--- src/rtl/uart_tx_arbiter.sv ---
// Round-robin arbiter that shares one UART transmitter among NUM_REQ byte producers.
// Define UART_ARB_FIXED_PRIO_EN to use fixed (lowest index wins) priority instead.
module uart_tx_arbiter #(
    parameter int unsigned NUM_REQ      = 4,
    parameter int unsigned CLKS_PER_BIT = 10416,
    parameter int unsigned FRAME_BITS   = 10
) (
    input  logic                 clk,
    input  logic                 reset,
    input  logic [NUM_REQ-1:0]   req,
    input  logic [8*NUM_REQ-1:0] req_data,
    output logic [NUM_REQ-1:0]   grant,
    output logic [7:0]           tx_data,
    output logic                 tx_start,
    output logic                 busy,
    output logic                 tx_done
);

    localparam int unsigned CW = (CLKS_PER_BIT > 1) ? $clog2(CLKS_PER_BIT) : 1;
    localparam int unsigned BW = $clog2(FRAME_BITS + 1);
    localparam int unsigned IW = (NUM_REQ > 1) ? $clog2(NUM_REQ) : 1;

    localparam logic [1:0] IDLE = 2'd0;
    localparam logic [1:0] LOAD = 2'd1;
    localparam logic [1:0] SEND = 2'd2;
    localparam logic [1:0] WAIT = 2'd3;

    localparam logic [CW-1:0] CLK_LAST = CW'(CLKS_PER_BIT - 1);
    localparam logic [BW-1:0] BIT_LAST = BW'(FRAME_BITS - 1);

    logic [1:0]         state_q, state_d;
    logic [CW-1:0]      clk_cnt_q, clk_cnt_d;
    logic [BW-1:0]      bit_cnt_q, bit_cnt_d;
    logic [NUM_REQ-1:0] grant_q, grant_d;
    logic [7:0]         tx_data_q, tx_data_d;
    logic               tx_start_q, tx_start_d;
    logic               busy_q, busy_d;
    logic               tx_done_q, tx_done_d;

    logic               found;
    logic [IW-1:0]      winner;
    logic               clk_wrap;
    logic               frame_end;

`ifdef UART_ARB_FIXED_PRIO_EN
    always_comb begin
        found  = 1'b0;
        winner = '0;
        for (int i = NUM_REQ - 1; i >= 0; i--) begin
            if (req[i]) begin
                found  = 1'b1;
                winner = IW'(i);
            end
        end
    end
`else
    logic [IW-1:0] last_q, last_d;

    // Search starts just after the previous winner, so the last winner has lowest priority.
    always_comb begin
        found  = 1'b0;
        winner = '0;
        for (int off = 1; off <= int'(NUM_REQ); off++) begin
            if (!found && req[(int'(last_q) + off) % int'(NUM_REQ)]) begin
                found  = 1'b1;
                winner = IW'((int'(last_q) + off) % int'(NUM_REQ));
            end
        end
    end

    always_comb begin
        last_d = last_q;
        if (state_q == IDLE && found) begin
            last_d = winner;
        end
    end

    always_ff @(posedge clk or negedge reset) begin
        if (!reset) begin
            last_q <= IW'(NUM_REQ - 1);
        end else begin
            last_q <= last_d;
        end
    end
`endif

    assign clk_wrap  = (clk_cnt_q == CLK_LAST);
    assign frame_end = clk_wrap && (bit_cnt_q == BIT_LAST);

    always_comb begin
        state_d    = state_q;
        clk_cnt_d  = clk_cnt_q;
        bit_cnt_d  = bit_cnt_q;
        grant_d    = '0;
        tx_data_d  = tx_data_q;
        tx_start_d = tx_start_q;
        busy_d     = busy_q;
        tx_done_d  = 1'b0;

        case (state_q)
            IDLE: begin
                if (found) begin
                    state_d    = LOAD;
                    grant_d    = NUM_REQ'(1) << winner;
                    tx_data_d  = req_data[8*int'(winner) +: 8];
                    tx_start_d = 1'b1;
                    busy_d     = 1'b1;
                    clk_cnt_d  = '0;
                    bit_cnt_d  = '0;
                end
            end
            LOAD, SEND, WAIT: begin
                if (clk_wrap) begin
                    clk_cnt_d = '0;
                    bit_cnt_d = bit_cnt_q + 1'b1;
                end else begin
                    clk_cnt_d = clk_cnt_q + 1'b1;
                end

                // First bit period elapsed: the transmitter has latched the start request.
                if (clk_wrap && bit_cnt_q == '0) begin
                    tx_start_d = 1'b0;
                    state_d    = WAIT;
                end else if (state_q == LOAD) begin
                    state_d = SEND;
                end

                if (frame_end) begin
                    state_d    = IDLE;
                    clk_cnt_d  = '0;
                    bit_cnt_d  = '0;
                    tx_start_d = 1'b0;
                    busy_d     = 1'b0;
                    tx_done_d  = 1'b1;
                end
            end
            default: begin
                state_d = IDLE;
            end
        endcase
    end

    always_ff @(posedge clk or negedge reset) begin
        if (!reset) begin
            state_q    <= IDLE;
            clk_cnt_q  <= '0;
            bit_cnt_q  <= '0;
            grant_q    <= '0;
            tx_data_q  <= 8'h00;
            tx_start_q <= 1'b0;
            busy_q     <= 1'b0;
            tx_done_q  <= 1'b0;
        end else begin
            state_q    <= state_d;
            clk_cnt_q  <= clk_cnt_d;
            bit_cnt_q  <= bit_cnt_d;
            grant_q    <= grant_d;
            tx_data_q  <= tx_data_d;
            tx_start_q <= tx_start_d;
            busy_q     <= busy_d;
            tx_done_q  <= tx_done_d;
        end
    end

    assign grant    = grant_q;
    assign tx_data  = tx_data_q;
    assign tx_start = tx_start_q;
    assign busy     = busy_q;
    assign tx_done  = tx_done_q;

endmodule

--- config.mk ---
export PLATFORM = sky130hd
export DESIGN_NAME = uart_tx_arbiter
export DESIGN_NICKNAME = d
export VERILOG_FILES = /design/src/rtl/uart_tx_arbiter.sv
export SDC_FILE = /design/constraint.sdc
export NUM_CORES = 1
export LEC_CHECK = 0
export BUFFER_PORTS_ARGS = -buffer_cell sky130_fd_sc_hd__buf_2
export CAP_MARGIN = 20
export CORE_MARGIN = 1
export CORE_UTILIZATION = 48
export DETAILED_ROUTE_END_ITERATION = 8
export GPL_TIMING_DRIVEN = 0
export PLACE_DENSITY = 0.76
export SKIP_LAST_GASP = 1
export SYNTH_ARGS = -nofsm -noshare
export SYNTH_HDL_FRONTEND = slang
export SYNTH_SLANG_ARGS = --single-unit
--- constraint.sdc ---
create_clock -name clk -period 1.68 [get_ports clk]
set_input_delay 0.084 -clock clk [delete_from_list [all_inputs] [get_ports clk]]
set_output_delay 0.084 -clock clk [all_outputs]
set_load 0.1 [all_outputs]
# == Word level (Yosys, flattened, before mapping) ==
# Cells that the tools add are included.
# word_totals
reg_bits,37
latch_bits,0
mem_bits_rw,0
romBits,0
in_bits,38
out_inout_bits,15
wordCells,99
mem_count,0
# op_classes
n_addsub,6
n_mul,0
div_mod_pow,0
order_cmp,4
n_eq_ne,10
shift,2
mux,43
bitwise,4
reduce_logical,21
# op_table
cell,n
$mux W14,3
$shiftx A32 B6 Y8,1
$pmux W14 S2,1
$mux W4,5
$mux W1,18
$lt A3 B4 Y1 const B,4
$mux W2,8
$add A14 B1 Y14 const B,1
$eq A14 B14 Y1 const B,1
$reduce_and A2 Y1,5
$bmux W1 S2,4
$pmux W4 S2,1
$reduce_or A2 Y1,4
$logic_and A1 B1 Y1,6
$ne A3 B3 Y1 const B,2
$add A2 B1 Y2 const B,2
$add A2 B2 Y2 const B,2
$add A4 B1 Y4 const B,1
$and A1 B1 Y1 const A,4
$eq A2 B2 Y1 const B,2
$eq A4 B4 Y1 const B,1
$logic_not A4 Y1,1
$ne A2 B2 Y1 const B,2
$ne A4 B4 Y1 const B,1
7 further kinds,10

# == Longest topological paths before layout ==
# logic_depth
depth_word,19
mapped_depth,8
depth_no_buf,7

# == Least setup slack after synthesis ==
# OpenSTA, ideal clock, no wires.
# synth_path
path_type,reg2reg
startpoint,register clk_cnt_q[0]
endpoint,register clk_cnt_q[9]
setup_time_ps,74
arrival_ps,1770
required_time_ps,1606
slack_ps,-164
stages_incl_launch_ff,8
path_buffers,1
period_less_slack_ps,1844
cell_sequence,dfrtp_1 > ha_1 > and4_2 > and4_1 > buf_6 > or2_4 > or3_1 > o21ai_2
# synth_via
elab_chain_len,4
word_cells_on_any_way,6
classes_between,1 x add/sub; 1 x eq/ne; 3 x mux; 1 x reduce/logical
# synth_lines
element,line_no,source
"start, declared",32,"logic [CW-1:0] clk_cnt_q, clk_cnt_d;"
"start signal, assigned",155,clk_cnt_q <= clk_cnt_d;
$add A14 B1 Y14 or $eq A14 B14 Y1 (tied branches),"117, 87",
$mux W14 or $logic_and A1 B1 Y1 (tied branches),"113, 88",
$mux W14 (*),128,if (frame_end) begin
$pmux W14 S2 (*),100,case (state_q)
# Mark *: on every way between the ends. The rest lies on a longest branch, timed or not.
# A chain may end at the register's enable or synchronous reset.

# == Worst setup path in the final report ==
# layout_path
startpoint,register last_q[1]
endpoint,"register tx_data_q[3], in the netlist tx_data[3]"
# layout_via
elab_chain_len,15
word_cells_on_any_way,32
classes_between,4 x add/sub; 1 x shift; 20 x mux; 7 x reduce/logical
# layout_lines
element,line_no,source
"start, declared",57,"logic [IW-1:0] last_q, last_d;"
"start signal, assigned",80,last_q <= IW'(NUM_REQ - 1);
"start signal, assigned",82,last_q <= last_d;
$add A2 B1 Y2,"64, 66",
$bmux W1 S2,64,if (!found && req[(int'(last_q) + off) % int'(NUM_REQ)]) begin
$mux W1 (not written as such) (2 in series),64,
$mux W1,64,
$logic_not A1 Y1,64,
$logic_and A1 B1 Y1,64,
$mux W1,64,
$logic_not A1 Y1,64,
$logic_and A1 B1 Y1,64,
$mux W1,64,
$logic_not A1 Y1,64,
$logic_and A1 B1 Y1,64,
$mux W2 or $mux W1 (tied branches),64,
$shiftx A32 B6 Y8 or $reduce_and A2 Y1 (tied branches),n/a,
"end signal, assigned",158,tx_data_q <= tx_data_d;
"end, declared",35,"logic [7:0] tx_data_q, tx_data_d;"
# Several ways; a longest one is shown, not always the timed one. The select of a mux whose other input is x is not followed.

==> results list <==
* Placer congestion estimate: 0.807
- The post-route netlist has 38.4% of its cells at a drive strength greater than 1.
* Initial drt markers: 126
- Power comes to 2.20 mW.
- IR analysis of the VDD net gives a maximum drop of 0.545 mV.
* Timing-limited maximum frequency: 558 MHz
- Global-route total usage across every layer: 23.7%
- Summing every instance area after synthesis gives 2080 µm².
- The count of cells in the finished layout, fillers not included, comes to 344.
- Post-layout net count: 335
- For this design the ratio of total power to cell area is 783 nW/µm².
- CTS placed an instance of sky130_fd_sc_hd__clkbuf_8 at the clock tree root.
- For the final database, setup skew stands at 9.99 ps.
- After synthesis, the largest family of logic cells by area is simple AND/OR/NAND/NOR gates.
* Setup repair after global routing missed its margin: yes
- Num rows: 23
- The number of global-route vias before repair is 1741.
* Fin worst setup slack: -111 ps
- Detailed-route via count: 1919
- The final reports fail on setup timing.
- For this design the total switching power over the nets is 0.649 mW.
- Of all cell types, the one taking the most synthesized area is sky130_fd_sc_hd__dfrtp_1.
* Post-Syn Nets: 264
* Switching Fraction: 29.5%
- The cell count after synthesis came out at 222.
- In this run the count of I/O pins placed on the die edge is 53.
- Headroom to the max-slew limit came out at 44.9%.
- Detailed placer's ending HPWL: 3290 µm
- After clock tree synthesis, the clock-pin slew on the worst setup and hold paths is 70 ps.
- First-pass GRT wire length: 7980 µm
- The die covers 4600 µm².
- Fraction of synthesized cell area in xor and xnor cells: 0.841%
- The top cell type by area accounts for 42.1% of the synthesized area.
- The worst setup path is launched from a flop.
- For this design, the sink count on the clock tree is 37.
* Count of endpoints failing hold in the final timing report: 0
- Registers are responsible for 42.4% of the overall power.
* Total of max-cap violations: 0
* Cell Area, Placed: 2430 µm²
- Counting flops with an async set or reset pin after synthesis yields a share of 100%.
- HP Class: in -> reg
- Final standard cell utilization of the core: 68.8%
* Detailed-routing iteration count for the pre-antenna-repair pass: 4
- TritonCTS clock tree: done
- The number of antenna violations at the first check in global routing was 0.
* Flops & latches, synth: 37
* Port-buffer cells: 52
- The die is 67.9 µm wide.
- Required time of the critical path: 1850 ps
- Critical path arrival: 1960 ps
- Summing the areas of all fa, ha and maj instances in the mapped netlist gives 2.40% of the synthesized area.
- Clock period minus worst slack: 1790 ps
* Transition at the pin with the smallest max-transition slack: 826 ps
- Of the available clock period, the critical path in the final layout requires 107%.
* Multiplexer fraction of the synthesized cell area: 8.17%
- Crit. End Element: flop
- The clock network is responsible for 37.5% of the overall power.
- Share of synthesized cell area in and, or, nand and nor gates: 20.9%
* Sequential element share of the synthesized area: 44.6%
- CTS buffer count: 5
- Logic gate share of total power: 20.1%
- Effective utilization at floorplan: 50.9%
* Cell leakage power: 1.34 nW
- The number of max-slew violations in the final report is 0.
- Including well taps, the total number of placed cells is 324.
* Setup TNS: -930 ps
- Cell area after layout: 2810 µm²
- Average footprint of a synthesized cell: 9.38 µm²
* Die Ht: 67.9 µm
- After detailed routing, the number of remaining DRC violations is 0.
* Vias/cell: 5.58
- The count of nets left with antenna violations once routing finished came out at 0.
- Dividing the detail-routed wire length by the instance count gives 14.7 µm.
* Core area: 4090 µm²
- For this block, the routed nets add up to 5070 µm of wire.
- In this run the number of H-tree levels came out at 2.
- Ranked by total cell area, the synthesized netlist is headed by sky130_fd_sc_hd__dfrtp_1, sky130_fd_sc_hd__mux2i_1, sky130_fd_sc_hd__nand2_1.
* Dominant synthesized flop cell: sky130_fd_sc_hd__dfrtp_1
* Area Overhead vs Synth: 35.0%
- Number of distinct library cell variants in the gate-level netlist after synthesis: 43
* Outcome: complete, but fails checks
- Buffers from clock root to sink, at most: 2
- For the worst-skew pair, the clock arrives at the later sink with an insertion delay of 300 ps.
- The Yosys step of the flow raised 0 warnings.
- Antenna diode count: 0
- The critical path is of the reg -> reg type.
- Area fraction in compound gates after synthesis: 18.4%
- Pin count of the biggest net entering global routing: 38
* Number of enable-type register cells in the synthesized netlist: 0
- Internal power of the cells: 1.55 mW
* # setup viols final: 13
* Global-route congestion overflow total: 0
- Largest driver fanout on the critical path: 6
[power groups by stage]
stage | Sequential (mW) | Combinational [mW] | Clock (mW)
2_1_floorplan | 1.11 | 0.130 | 0
3_3_place_gp | 0.949 | 0.402 | 0
3_5_place_dp | 0.949 | 0.407 | 0
4_1_cts | 0.932 | 0.423 | 0.844
5_1_grt | 0.936 | 0.471 | 0.884
6_report | 0.933 | 0.443 | 0.824
[registers in the layout (all words and copies together) (netlist names)]
signal / count
bit_cnt_q: 4
busy: 1
clk_cnt_q: 14
grant: 4
last_q: 2
state_q: 2
tx_data: 8
tx_done: 1
tx_start: 1
[placed cells by master (no fill, tap or decap), types with 3 or more instances in the layout]
| cell type | instances |
|---|---|
| sky130_fd_sc_hd__a21oi_2 | 6 |
| sky130_fd_sc_hd__a31oi_1 | 5 |
| sky130_fd_sc_hd__nor2_1 | 19 |
| sky130_fd_sc_hd__o221ai_1 | 8 |
| sky130_fd_sc_hd__nand2_1 | 32 |
| sky130_fd_sc_hd__buf_6 | 7 |
| sky130_fd_sc_hd__nor2_2 | 3 |
| sky130_fd_sc_hd__clkbuf_8 | 6 |
| sky130_fd_sc_hd__o21ai_0 | 6 |
| sky130_fd_sc_hd__inv_1 | 7 |
| sky130_fd_sc_hd__o21ai_1 | 5 |
| sky130_fd_sc_hd__mux2i_1 | 16 |
| sky130_fd_sc_hd__buf_2 | 52 |
| sky130_fd_sc_hd__a21oi_1 | 8 |
| sky130_fd_sc_hd__buf_4 | 7 |
| sky130_fd_sc_hd__o21ai_2 | 6 |
| sky130_fd_sc_hd__nand4_1 | 5 |
| sky130_fd_sc_hd__nand3_1 | 7 |
| sky130_fd_sc_hd__dfrtp_1 | 34 |
| sky130_fd_sc_hd__ha_1 | 3 |
[worst max-delay path, cell delays in order, from the launching register on]
cell and delay, ps:
sky130_fd_sc_hd__dfstp_2 530, sky130_fd_sc_hd__buf_6 110, sky130_fd_sc_hd__nand2b_4 130, sky130_fd_sc_hd__a21oi_4 50
sky130_fd_sc_hd__o221ai_4 290, sky130_fd_sc_hd__clkbuf_16 220, sky130_fd_sc_hd__mux2i_1 210, sky130_fd_sc_hd__o221ai_1 120
[per-stage QoR]
stage,worst slack (ps),hold slack [ps]
6_report,-111,91.4
5_1_grt,-185,108
4_1_cts,-107,83.0
3_5_place_dp,-265,235
3_3_place_gp,-235,231
2_1_floorplan,-69.2,-212
[metal layers]
| metal | track usage [%] | wire length [µm] | up-vias |
|---|---|---|---|
| met5 | 0 | 0 | - |
| met4 | 8.07 | 71 | 0 |
| met3 | 6.00 | 166 | 6 |
| met2 | 38.0 | 2490 | 32 |
| met1 | 31.1 | 2340 | 933 |
| li1 | - | - | 948 |
[final timing paths]
| check | from | end | slack [ps] | cells after the start |
|---|---|---|---|---|
| max in group asynchronous | reset | clk_cnt_q[10]$_DFFE_PN0P_ | 700 | 2 |
| max | last_q[1]$_DFFE_PN1P_ | tx_data[3]$_DFFE_PN0P_ | -110 | 7 |
| min | req_data[7] | tx_data[7]$_DFFE_PN0P_ | 90 | 3 |
| max reg2reg | last_q[1]$_DFFE_PN1P_ | tx_data[3]$_DFFE_PN0P_ | -110 | 7 |
| min reg2reg | tx_data[1]$_DFFE_PN0P_ | tx_data[1]$_DFFE_PN0P_ | 490 | 2 |
| min in group asynchronous | reset | state_q[0]$_DFFE_PN0P_ | 420 | 2 |
[Yosys cell counts (2+ instances only)]
cell,instances
sky130_fd_sc_hd__a21oi_1,14
sky130_fd_sc_hd__a22o_1,2
sky130_fd_sc_hd__a31oi_1,5
sky130_fd_sc_hd__and3_1,2
sky130_fd_sc_hd__buf_2,2
sky130_fd_sc_hd__buf_6,4
sky130_fd_sc_hd__clkbuf_1,4
sky130_fd_sc_hd__dfrtp_1,35
sky130_fd_sc_hd__dfstp_2,2
sky130_fd_sc_hd__ha_1,4
sky130_fd_sc_hd__inv_1,7
sky130_fd_sc_hd__mux2i_1,17
sky130_fd_sc_hd__nand2_1,33
sky130_fd_sc_hd__nand2b_1,3
sky130_fd_sc_hd__nand3_1,7
sky130_fd_sc_hd__nand3b_1,2
sky130_fd_sc_hd__nand4_1,5
sky130_fd_sc_hd__nor2_1,22
sky130_fd_sc_hd__nor3b_1,2
sky130_fd_sc_hd__o21ai_0,15
sky130_fd_sc_hd__o21ai_2,2
sky130_fd_sc_hd__o221ai_1,8
sky130_fd_sc_hd__o22a_1,2
sky130_fd_sc_hd__o31ai_1,2
sky130_fd_sc_hd__or3_1,2
sky130_fd_sc_hd__xor2_1,2
[logic make-up after synthesis]
group / after synthesis
and+or+nand+nor: 89
DFF: 37
xor gates and xnor gates: 2
muxes: 17
adders and majority gates: 4
buffers and inverters: 17
AOI/OAI and AO/OA: 56
[area by class of cell]
cell class,count,area (µm²)
multi-input cells,168,1170
plain buffers,8,76.3
inverters,7,26.3
clock inverters,2,37.5
well taps,50,62.6
repair buffers,66,422
flip-flops and latches,37,930
fillers,309,1280
clock buffers,6,82.6
[repair_timing]
item	4_1_cts	5_1_grt
pin swaps	6	17
hold buffers	1	0
endpoints found under the hold margin	35	0
buffers inserted	8	3
endpoints found under the setup margin	24	32
gates resized for setup	15	32
gates cloned	1	1
Power figures use the tool's default switching activity.
